## src/rtl/fft_stage_sequencer.sv

```systemverilog
// Address and twiddle scheduler for an in-place radix-2 DIT FFT.
// Issues one butterfly per cycle and replays its addresses for write-back.
module fft_stage_sequencer #(
    parameter int LOG2N      = 4,
    parameter int BF_LATENCY = 1
) (
    input  logic             clock,
    input  logic             reset,
    input  logic             start,
    output logic             busy,
    output logic             done,
    output logic [2:0]       stage,
    output logic             rd_valid,
    output logic [LOG2N-1:0] rd_addr_a,
    output logic [LOG2N-1:0] rd_addr_b,
    output logic [LOG2N-2:0] tw_idx,
    output logic             wr_en,
    output logic [LOG2N-1:0] wr_addr_a,
    output logic [LOG2N-1:0] wr_addr_b
);

    localparam logic [2:0] LAST_STAGE = 3'(LOG2N - 1);
    localparam logic [3:0] DRAIN_LAST = 4'(BF_LATENCY - 1);

    typedef enum logic [1:0] {
        IDLE,
        RUN,
        DRAIN,
        FINISH
    } state_t;

    state_t           state_q, state_d;
    logic [LOG2N-2:0] k_q, k_d;
    logic [2:0]       stage_q, stage_d;
    logic [3:0]       drain_q, drain_d;

    always_ff @(posedge clock) begin
        if (reset) begin
            state_q <= IDLE;
            k_q     <= '0;
            stage_q <= '0;
            drain_q <= '0;
        end else begin
            state_q <= state_d;
            k_q     <= k_d;
            stage_q <= stage_d;
            drain_q <= drain_d;
        end
    end

    always_comb begin
        state_d = state_q;
        k_d     = k_q;
        stage_d = stage_q;
        drain_d = drain_q;
        unique case (state_q)
            IDLE: begin
                k_d     = '0;
                stage_d = '0;
                drain_d = '0;
                if (start) state_d = RUN;
            end
            RUN: begin
                if (k_q == '1) begin
                    k_d     = '0;
                    drain_d = '0;
                    state_d = DRAIN;
                end else begin
                    k_d = k_q + 1'b1;
                end
            end
            DRAIN: begin
                // Drain length guarantees the last write lands before the next stage reads
                if (drain_q == DRAIN_LAST) begin
                    if (stage_q == LAST_STAGE) begin
                        stage_d = '0;
                        state_d = FINISH;
                    end else begin
                        stage_d = stage_q + 3'd1;
                        state_d = RUN;
                    end
                end else begin
                    drain_d = drain_q + 4'd1;
                end
            end
            FINISH: state_d = IDLE;
            default: state_d = IDLE;
        endcase
    end

    assign rd_valid = (state_q == RUN);
    assign busy     = (state_q == RUN) || (state_q == DRAIN);
    assign done     = (state_q == FINISH);
    assign stage    = stage_q;

    logic [LOG2N-1:0] k_ext;
    logic [LOG2N-1:0] half;
    logic [LOG2N-1:0] lo_mask;
    logic [LOG2N-1:0] addr_a_raw;
    logic [LOG2N-2:0] tw_raw;

    // Address a is k with a zero bit inserted at position stage
    always_comb begin
        k_ext      = {1'b0, k_q};
        half       = LOG2N'(1) << stage_q;
        lo_mask    = half - LOG2N'(1);
        addr_a_raw = ((k_ext & ~lo_mask) << 1) | (k_ext & lo_mask);
        tw_raw     = (k_q & lo_mask[LOG2N-2:0]) << (LAST_STAGE - stage_q);
    end

    assign rd_addr_a = rd_valid ? addr_a_raw : '0;
    assign rd_addr_b = rd_valid ? (addr_a_raw | half) : '0;
    assign tw_idx    = rd_valid ? tw_raw : '0;

    logic [BF_LATENCY-1:0] wv_q;
    logic [LOG2N-1:0]      wa_q [BF_LATENCY];
    logic [LOG2N-1:0]      wb_q [BF_LATENCY];

    always_ff @(posedge clock) begin
        if (reset) begin
            wv_q <= '0;
            for (int i = 0; i < BF_LATENCY; i++) begin
                wa_q[i] <= '0;
                wb_q[i] <= '0;
            end
        end else begin
            wv_q[0] <= rd_valid;
            wa_q[0] <= rd_addr_a;
            wb_q[0] <= rd_addr_b;
            for (int i = 1; i < BF_LATENCY; i++) begin
                wv_q[i] <= wv_q[i-1];
                wa_q[i] <= wa_q[i-1];
                wb_q[i] <= wb_q[i-1];
            end
        end
    end

    assign wr_en     = wv_q[BF_LATENCY-1];
    assign wr_addr_a = wa_q[BF_LATENCY-1];
    assign wr_addr_b = wb_q[BF_LATENCY-1];

endmodule
```

## config.mk

```make
export PLATFORM = sky130hd
export DESIGN_NAME = fft_stage_sequencer
export DESIGN_NICKNAME = d
export VERILOG_FILES = /design/src/rtl/fft_stage_sequencer.sv
export SDC_FILE = /design/constraint.sdc
export NUM_CORES = 1
export LEC_CHECK = 0
export CAP_MARGIN = 20
export CORE_MARGIN = 2
export CORE_UTILIZATION = 46
export CTS_BUF_LIST = sky130_fd_sc_hd__clkbuf_8
export DETAILED_ROUTE_END_ITERATION = 10
export PLACE_DENSITY_LB_ADDON = 0.08
export SETUP_SLACK_MARGIN = 0.05
export SLEW_MARGIN = 20
export SYNTH_ARGS = -nofsm -noshare
export SYNTH_HDL_FRONTEND = slang
export SYNTH_SLANG_ARGS = --single-unit
```

## constraint.sdc

```tcl
create_clock -name clock -period 2.1 [get_ports clock]
set_clock_uncertainty 0.1 [all_clocks]
set_input_delay 0.63 -clock clock [delete_from_list [all_inputs] [get_ports clock]]
set_output_delay 0.63 -clock clock [all_outputs]
set_load 0.02 [all_outputs]
```

---- Word-level counts from Yosys, hierarchy flattened ----
Memories as Yosys holds them, arrays and structs flattened.
Index checks and enable logic that the tools add are counted.
storage, ports and cells
  bits in registers ....................... 13
  output and inout bits ................... 26
  memories kept ........................... 2
  bits in writable memories ............... 8
  logic and storage cells ................. 63
  input bits .............................. 3
operators by class
  shift-type cells ........................ 2
  add/sub/neg operators ................... 5
  muxes and demuxes ....................... 23
  reductions and logical operators ........ 11
  equal/unequal tests ..................... 9
  bitwise gates (word level) .............. 6
memory list
  memory  words  width  rd ports  clocked after Yosys merged registers in  wr ports  line  source
  wa_q    1      4      1         0                                        1         116   logic [LOG2N-1:0] wa_q [BF_LATENCY];
  wb_q    1      4      1         0                                        1         117   logic [LOG2N-1:0] wb_q [BF_LATENCY];
operators with widths
  cell                                                  count
  two-way mux 4 bit                                     6
  two-way mux 3 bit                                     4
  case mux 3 bit (2 select lines)                       2
  case mux 4 bit (3 select lines)                       1
  two-way mux 2 bit                                     4
  OR 4 bit                                              2
  case mux 2 bit (4 select lines)                       1
  OR reduction 4 bit                                    2
  adder 3 x 1 -> 3 bit (second input constant)          2
  bitwise AND 3 bit                                     2
  inequality test 2 bit (second input constant)         3
  AND reduction 3 bit                                   2
  two-way mux 1 bit                                     5
  adder 4 x 1 -> 4 bit (second input constant)          1
  bitwise AND 3 x 4 -> 4 bit                            1
  equality test 2 bit (second input constant)           2
  logical NOT 4 bit                                     1
  nonzero test 2 bit                                    2
  left shift 1 x 3 -> 4 bit (first input constant)      1
  subtractor 4 x 1 -> 4 bit (second input constant)     1
  equality test 3 x 2 -> 1 bit (second input constant)  1
  equality test 3 bit (second input constant)           1
  NOT 3 bit                                             1
  nonzero test 3 bit                                    1
  other kinds (7)                                       7

---- Depth between registers and ports, before layout ----
Gate-level depths: netlist of run 1.
  word-level depth ........................ 8
  gate-level depth with buffers ........... 7
  depth with buffers taken out ............ 6

---- Worst setup path before layout of run 1 ----
No wires, ideal clock.
  path kind ............................... reg2out
  start ................................... reg stage_q[0], in the netlist stage[0]
  end ..................................... out tw_idx[2]
  setup slack ............................. -0.824 ns
  required time ........................... 1.370 ns
  cell stages (with the launch flop) ...... 7
  arrival ................................. 2.194 ns
  buffers on the path ..................... 1
  path through ............................ dfxtp_1 -> inv_1 -> ha_1 -> buf_2 -> nor3_1 -> nor3_2 -> o41ai_1
on the way
  cells in the longest elaborated chain, start to end .. 5
  elaborated cells between the ends (all ways) .. 6
  those cells by class .................... add/sub (2); shift (2); mux (1); bitwise (1)
RTL lines
  what                           line  source
  start, declared                34    logic [2:0] stage_q, stage_d;
  start signal, assigned         46    stage_q <= stage_d;
  left shift 1 x 3 -> 4 bit      105   half = LOG2N'(1) << stage_q;
  subtractor 4 x 1 -> 4 bit      106   lo_mask = half - LOG2N'(1);
  bitwise AND 3 bit              108   tw_raw = (k_q & lo_mask[LOG2N-2:0]) << (LAST_STAGE - stage_q);
  left shift 3 x 3 -> 3 bit (*)  108
  two-way mux 3 bit (*)          113   assign tw_idx = rd_valid ? tw_raw : '0;
  end, declared                  16    output logic [LOG2N-2:0] tw_idx,
Every way passes the cells marked *; elsewhere a longest branch is shown, timed or not.

---- Worst setup path after layout of run 1 ----
  start ................................... reg stage_q[1], in the netlist stage[1]
  end ..................................... out tw_idx[2]
The elaborated chain is that of the path after synthesis.

==> metrics, run 1 <==
pre-CTS setup slack=-0.612 ns; CTS Buffer Depth=2; register area share after synthesis=33.6%; Skew-Pair Late Insertion Delay=0.27 ns; dominant synthesized flop cell=dfxtp_1; Final Cycle Share=123%; Max VDD drop=0.739 mV; GRT overflow=0; failing checks=setup timing; CP max FO=5; vias in the first global route=1,363; Tot Pwr=1.77 mW; CTS Sinks=21; CTS buffer count=3; vias per cell=5.62; hold crit path type=flip-flop to flip-flop; initial core utilization=49.6%; Worst R2R Setup Slack=0.07 ns; hold_buf cts=0; commonest non-fill, non-tap cell in the layout=buf_4; initial antenna violation count=0; Post-Place Cell Area=0.00191 mm2; Inserted Diodes=0; Critical Path AT=1.86 ns; Buffers on Ports=28; Layout fillers=132; Worst setup EP type=primary output; RR Startpoint=k_q[1]; worst hold stages=2; drt initial violations=64; Worst-path clk slew=0.08 ns; Setup TNS=-2.87 ns; die area=0.00315 mm2; # H-tree levels=1; CTS root buf=clkbuf_8; placer congestion estimate=0.930; RSZ-0062 raised after global routing=true; power per cell area=819 mW/mm2; die width=56.1 um; ys async rst share=0%; final antenna-violating net count=0; register area=430 um2; YS warnings=0; I/O Pins=29; # Max-Cap Violations=0; Tightest Pin Transition=0.370 ns; first-pass GRT wire length=6690 um; syn_nets=167; Avg WL per Cell=17.6 um; type of origin of the critical path=flip-flop; Die Y=56.1 um; first-pass iteration count of the detailed router=4; f_max=0.386 GHz; EDFF count, synth=0; max-slew violations=0; final critical-path setup slack=-0.490 ns; Reg-to-Reg End=state_q[1]; Residual DRC=0; final instance area=0.00217 mm2; final net count=239; Setup Viol. Count Final=11; P_leak=0.980 nW; most frequent cells in the layout=buf_4 (44), nor2_1 (18), dfxtp_1 (17), clkdlybuf4s50_1 (11); Finished Layout Cells=252; Routed WL=4430 um; detailed placer's ending HPWL=2580 um; Mapped Cells=151; Hold Path Sink=drain_q[1]; Multi-input gate area=977 um2; synthesized cell area=0.00125 mm2; worst setup path category=flip-flop to primary output; Layout Utilization=85.9%; largest net degree at the start of global routing=17; hold path start=drain_q[1]; Final Hold Viols=0; Yosys reg bits=21; count of different cell masters after synthesis=43; Placed Cells incl. Taps=239; layout cells sized above 1=45.9%; CTS tree=built; Syn Area/Cell=8.28 um2; CP Data Required Time=1.37 ns; final worst path period need=2.59 ns; R2R depth=7; Rel. slew slack=75.2%; GRT Overall Usage=27.0%; Core Region=0.00252 mm2; Area Growth Syn to Fin=73.4%; outcome=finished with violations; via count=1,417; Rows=18; worst hold slack=0.449 ns
-- metal layers --
| layer | global-route usage [%] | part of all wire (%) | up-vias |
|---|---|---|---|
| li1 | - | - | 671 |
| met1 | 36.3 | 44 | 669 |
| met2 | 45.4 | 47 | 62 |
| met3 | 3.02 | 6.6 | 15 |
| met4 | 7.48 | 2.9 | 0 |
| met5 | 0 | 0 | - |
-- logic make-up after synthesis --
family	after synthesis	synth area share [%]
mux	3	2.40
xor+xnor	1	0.701
compound gates	31	16.2
fa+ha+maj	13	13.0
buf+inv	19	6.11
flops	21	33.6
simple gates	63	27.9
-- registers in the layout (all words and copies together) (netlist names) --
name,flops
drain_q,4
wa_q,4
wb_q,4
k_q,3
stage,3
state_q,2
wr_en,1
-- worst max path at each step --
| stage | to | slack, ns | from | cells after the start |
|---|---|---|---|---|
| floorplan | rd_addr_b[3] | -0.17 | stage[0] | 7 |
| global placement | rd_addr_b[3] | -0.55 | stage[1] | 7 |
| detailed placement | rd_addr_b[3] | -0.61 | stage[1] | 7 |
| CTS | rd_addr_b[3] | -0.43 | stage[1] | 7 |
| global route | rd_addr_b[3] | -0.56 | stage[0] | 7 |
| finish | tw_idx[2] | -0.49 | stage[1] | 7 |
-- area by class of cell --
type | instances | area share, %
clock buffers | 3 | 1.91
clock inverters | 1 | 0.173
inverters | 13 | 2.66
multi-input cells | 111 | 45.1
flip-flops and latches | 21 | 19.9
well taps | 30 | 1.73
repair buffers | 73 | 28.6
-- repair_timing --
action	4_1_cts	5_1_grt
endpoints found under the setup margin	17	15
gates resized for setup	93	16
pin swaps	14	12
buffers inserted	10	2
-- synth_stat cells (3+ instances only) --
library cell	n	share of area, %
nand2_1	7	2.1
nand2b_1	3	1.5
nand3_1	4	1.6
a21oi_1	12	4.8
inv_1	10	3.0
buf_2	3	1.2
nor2_1	22	6.6
and2_1	4	2.0
clkbuf_1	3	0.90
dfxtp_1	21	34
ha_1	13	13
o21ai_1	3	1.2
nor3_1	6	2.4
mux2i_1	3	2.4
-- report_power, final --
group	switching [mW]	total, mW	leakage (nW)	internal [mW]
clock	0.143	0.274	0.0269	0.131
sequential	0.0322	0.475	0.172	0.443
combinational	0.573	1.03	0.780	0.453
-- critical path, stage by stage (launching register included) --
cell	delay [ns]
dfxtp_4	0.37
inv_4	0.05
ha_4	0.17
buf_4	0.14
nor3_4	0.27
nor3_4	0.11
o41ai_4	0.27
buf_4	0.21
No activity file was read; power rests on OpenSTA's default activity.
==> run 2, diff against run 1 <==
--- a/config.mk
+++ b/config.mk
@@ -6,7 +6,6 @@
 export NUM_CORES = 1
 export LEC_CHECK = 0
 export CAP_MARGIN = 20
-export CORE_MARGIN = 2
 export CORE_UTILIZATION = 46
 export CTS_BUF_LIST = sky130_fd_sc_hd__clkbuf_8
 export DETAILED_ROUTE_END_ITERATION = 10
==> metrics, run 2 (synthesized netlist as in run 1, its figures left out) <==
worst hold slack=0.444 ns; Final Hold Viols=0; Final Cycle Share=120%; failing checks=setup timing; CTS Sinks=21; final worst path period need=2.52 ns; Hold Path Sink=drain_q[3]; Skew-Pair Late Insertion Delay=0.26 ns; type of origin of the critical path=flip-flop; initial antenna violation count=0; outcome=finished with violations; largest net degree at the start of global routing=17; Buffers on Ports=28; CTS tree=built; vias in the first global route=1,262; # H-tree levels=1; Reg-to-Reg End=drain_q[1]; die area=0.00293 mm2; Area Growth Syn to Fin=70.2%; Setup Viol. Count Final=10; Max VDD drop=0.772 mV; Post-Place Cell Area=0.00190 mm2; RSZ-0062 raised after global routing=true; Die Y=54.1 um; top flop regs=drain_q x4, wa_q x4, wb_q x4; Setup TNS=-2.73 ns; P_leak=0.955 nW; Routed WL=4320 um; max-slew violations=0; Inserted Diodes=0; power per cell area=823 mW/mm2; CP Data Required Time=1.37 ns; hold crit path type=flip-flop to flip-flop; vias per cell=5.62; CP max FO=5; detailed placer's ending HPWL=2660 um; placer congestion estimate=0.867; Residual DRC=0; final net count=234; Layout fillers=146; Avg WL per Cell=17.5 um; most frequent cells in the layout=buf_4 (39), dfxtp_1 (18), nor2_1 (17), clkdlybuf4s50_1 (11); GRT overflow=0; hold_buf cts=0; f_max=0.397 GHz; die width=54.1 um; I/O Pins=29; Worst R2R Setup Slack=0.01 ns; R2R depth=7; via count=1,387; final critical-path setup slack=-0.416 ns; # Max-Cap Violations=0; Critical Path AT=1.79 ns; Crit. Startpoint=stage[1]; Rel. slew slack=74.9%; Tightest Pin Transition=0.374 ns; CTS root buf=clkbuf_8; first-pass iteration count of the detailed router=4; Rows=18; RR Startpoint=k_q[1]; drt initial violations=33; Worst-path clk slew=0.08 ns; Worst setup EP type=primary output; worst setup path category=flip-flop to primary output; CTS buffer count=3; Core Region=0.00252 mm2; layout cells sized above 1=45.6%; commonest non-fill, non-tap cell in the layout=buf_4; final antenna-violating net count=0; final instance area=0.00213 mm2; first-pass GRT wire length=5760 um; initial core utilization=49.6%; hold path start=drain_q[3]; worst hold stages=2; GRT Overall Usage=28.0%; CTS Buffer Depth=2
[run 2: cell count changes in the layout (fill, tap and decap cells not counted), sizes merged]
cell	previous run	this run
clkdlybuf4s15	1	0
buf	57	52
clkbuf	4	5
[run 2: critical path, stage by stage (launching register included)]
cell and delay [ns]:
dfxtp_4 0.36, inv_4 0.07, ha_4 0.19, buf_4 0.13, buf_6 0.08, inv_1 0.04
o311ai_2 0.24, o21ai_1 0.15, o211a_1 0.14, buf_6 0.13
[run 2: power breakdown]
| part | total [mW] | leakage, nW | internal (mW) | switching, mW |
|---|---|---|---|---|
| Clock | 0.262 | 0.0269 | 0.130 | 0.132 |
| Sequential | 0.481 | 0.172 | 0.443 | 0.0382 |
| Combinational | 1.01 | 0.756 | 0.453 | 0.555 |
| Total | 1.75 | 0.955 | 1.03 | 0.725 |
[run 2: worst max-delay path by stage]
stage	end	slack, ns
2_1_floorplan	rd_addr_b[3]	-0.17
3_3_place_gp	tw_idx[2]	-0.53
3_5_place_dp	rd_addr_b[3]	-0.57
4_1_cts	rd_addr_b[3]	-0.40
5_1_grt	tw_idx[1]	-0.46
6_report	tw_idx[1]	-0.42
[run 2: metrics by stage]
| stage | setup slack, ns | total power [mW] | std cells | utilization (%) |
|---|---|---|---|---|
| after floorplan | -0.169 | 0.986 | 151 | - |
| after global placement | -0.533 | 1.29 | 237 | 75.2 |
| after detailed placement | -0.573 | 1.32 | 237 | 75.2 |
| after CTS | -0.401 | 1.63 | 244 | 79.4 |
| after global routing | -0.465 | 1.84 | 247 | 84.3 |
| final | -0.416 | 1.75 | 247 | 84.3 |
[run 2: final cells by class]
class / count / area, um2 / area share, %
multi-input cells: 111 / 978 / 46.0
flip-flops and latches: 21 / 429 / 20.2
well taps: 30 / 37.5 / 1.76
clock buffers: 3 / 41.3 / 1.94
inverters: 13 / 55.1 / 2.59
clock inverters: 1 / 3.75 / 0.176
repair buffers: 68 / 582 / 27.4
[run 2: timing repair]
action,4_1_cts,5_1_grt
resized for setup,80,29
setup endpoints to repair,17,14
buffers inserted,4,4
pin swaps,10,8
[run 2: metal layers]
metal / vias up / part of all wire, % / track usage, % / routed length [um]
met2: 51 / 50 / 47.8 / 2160
li1: 654 / - / - / -
met3: 18 / 4.2 / 4.52 / 182
met4: 0 / 3.5 / 13.2 / 152
met5: - / 0 / 0 / 0
met1: 664 / 42 / 33.7 / 1820
==> run 3, diff against run 2 <==
--- a/config.mk
+++ b/config.mk
@@ -5,6 +5,7 @@
 export SDC_FILE = /design/constraint.sdc
 export NUM_CORES = 1
 export LEC_CHECK = 0
+export ABC_CLOCK_PERIOD_IN_PS = 2100
 export CAP_MARGIN = 20
 export CORE_UTILIZATION = 46
 export CTS_BUF_LIST = sky130_fd_sc_hd__clkbuf_8
==> results of run 3 <==
Same layout as run 2: the final DEF is identical, and so are final timing and power.
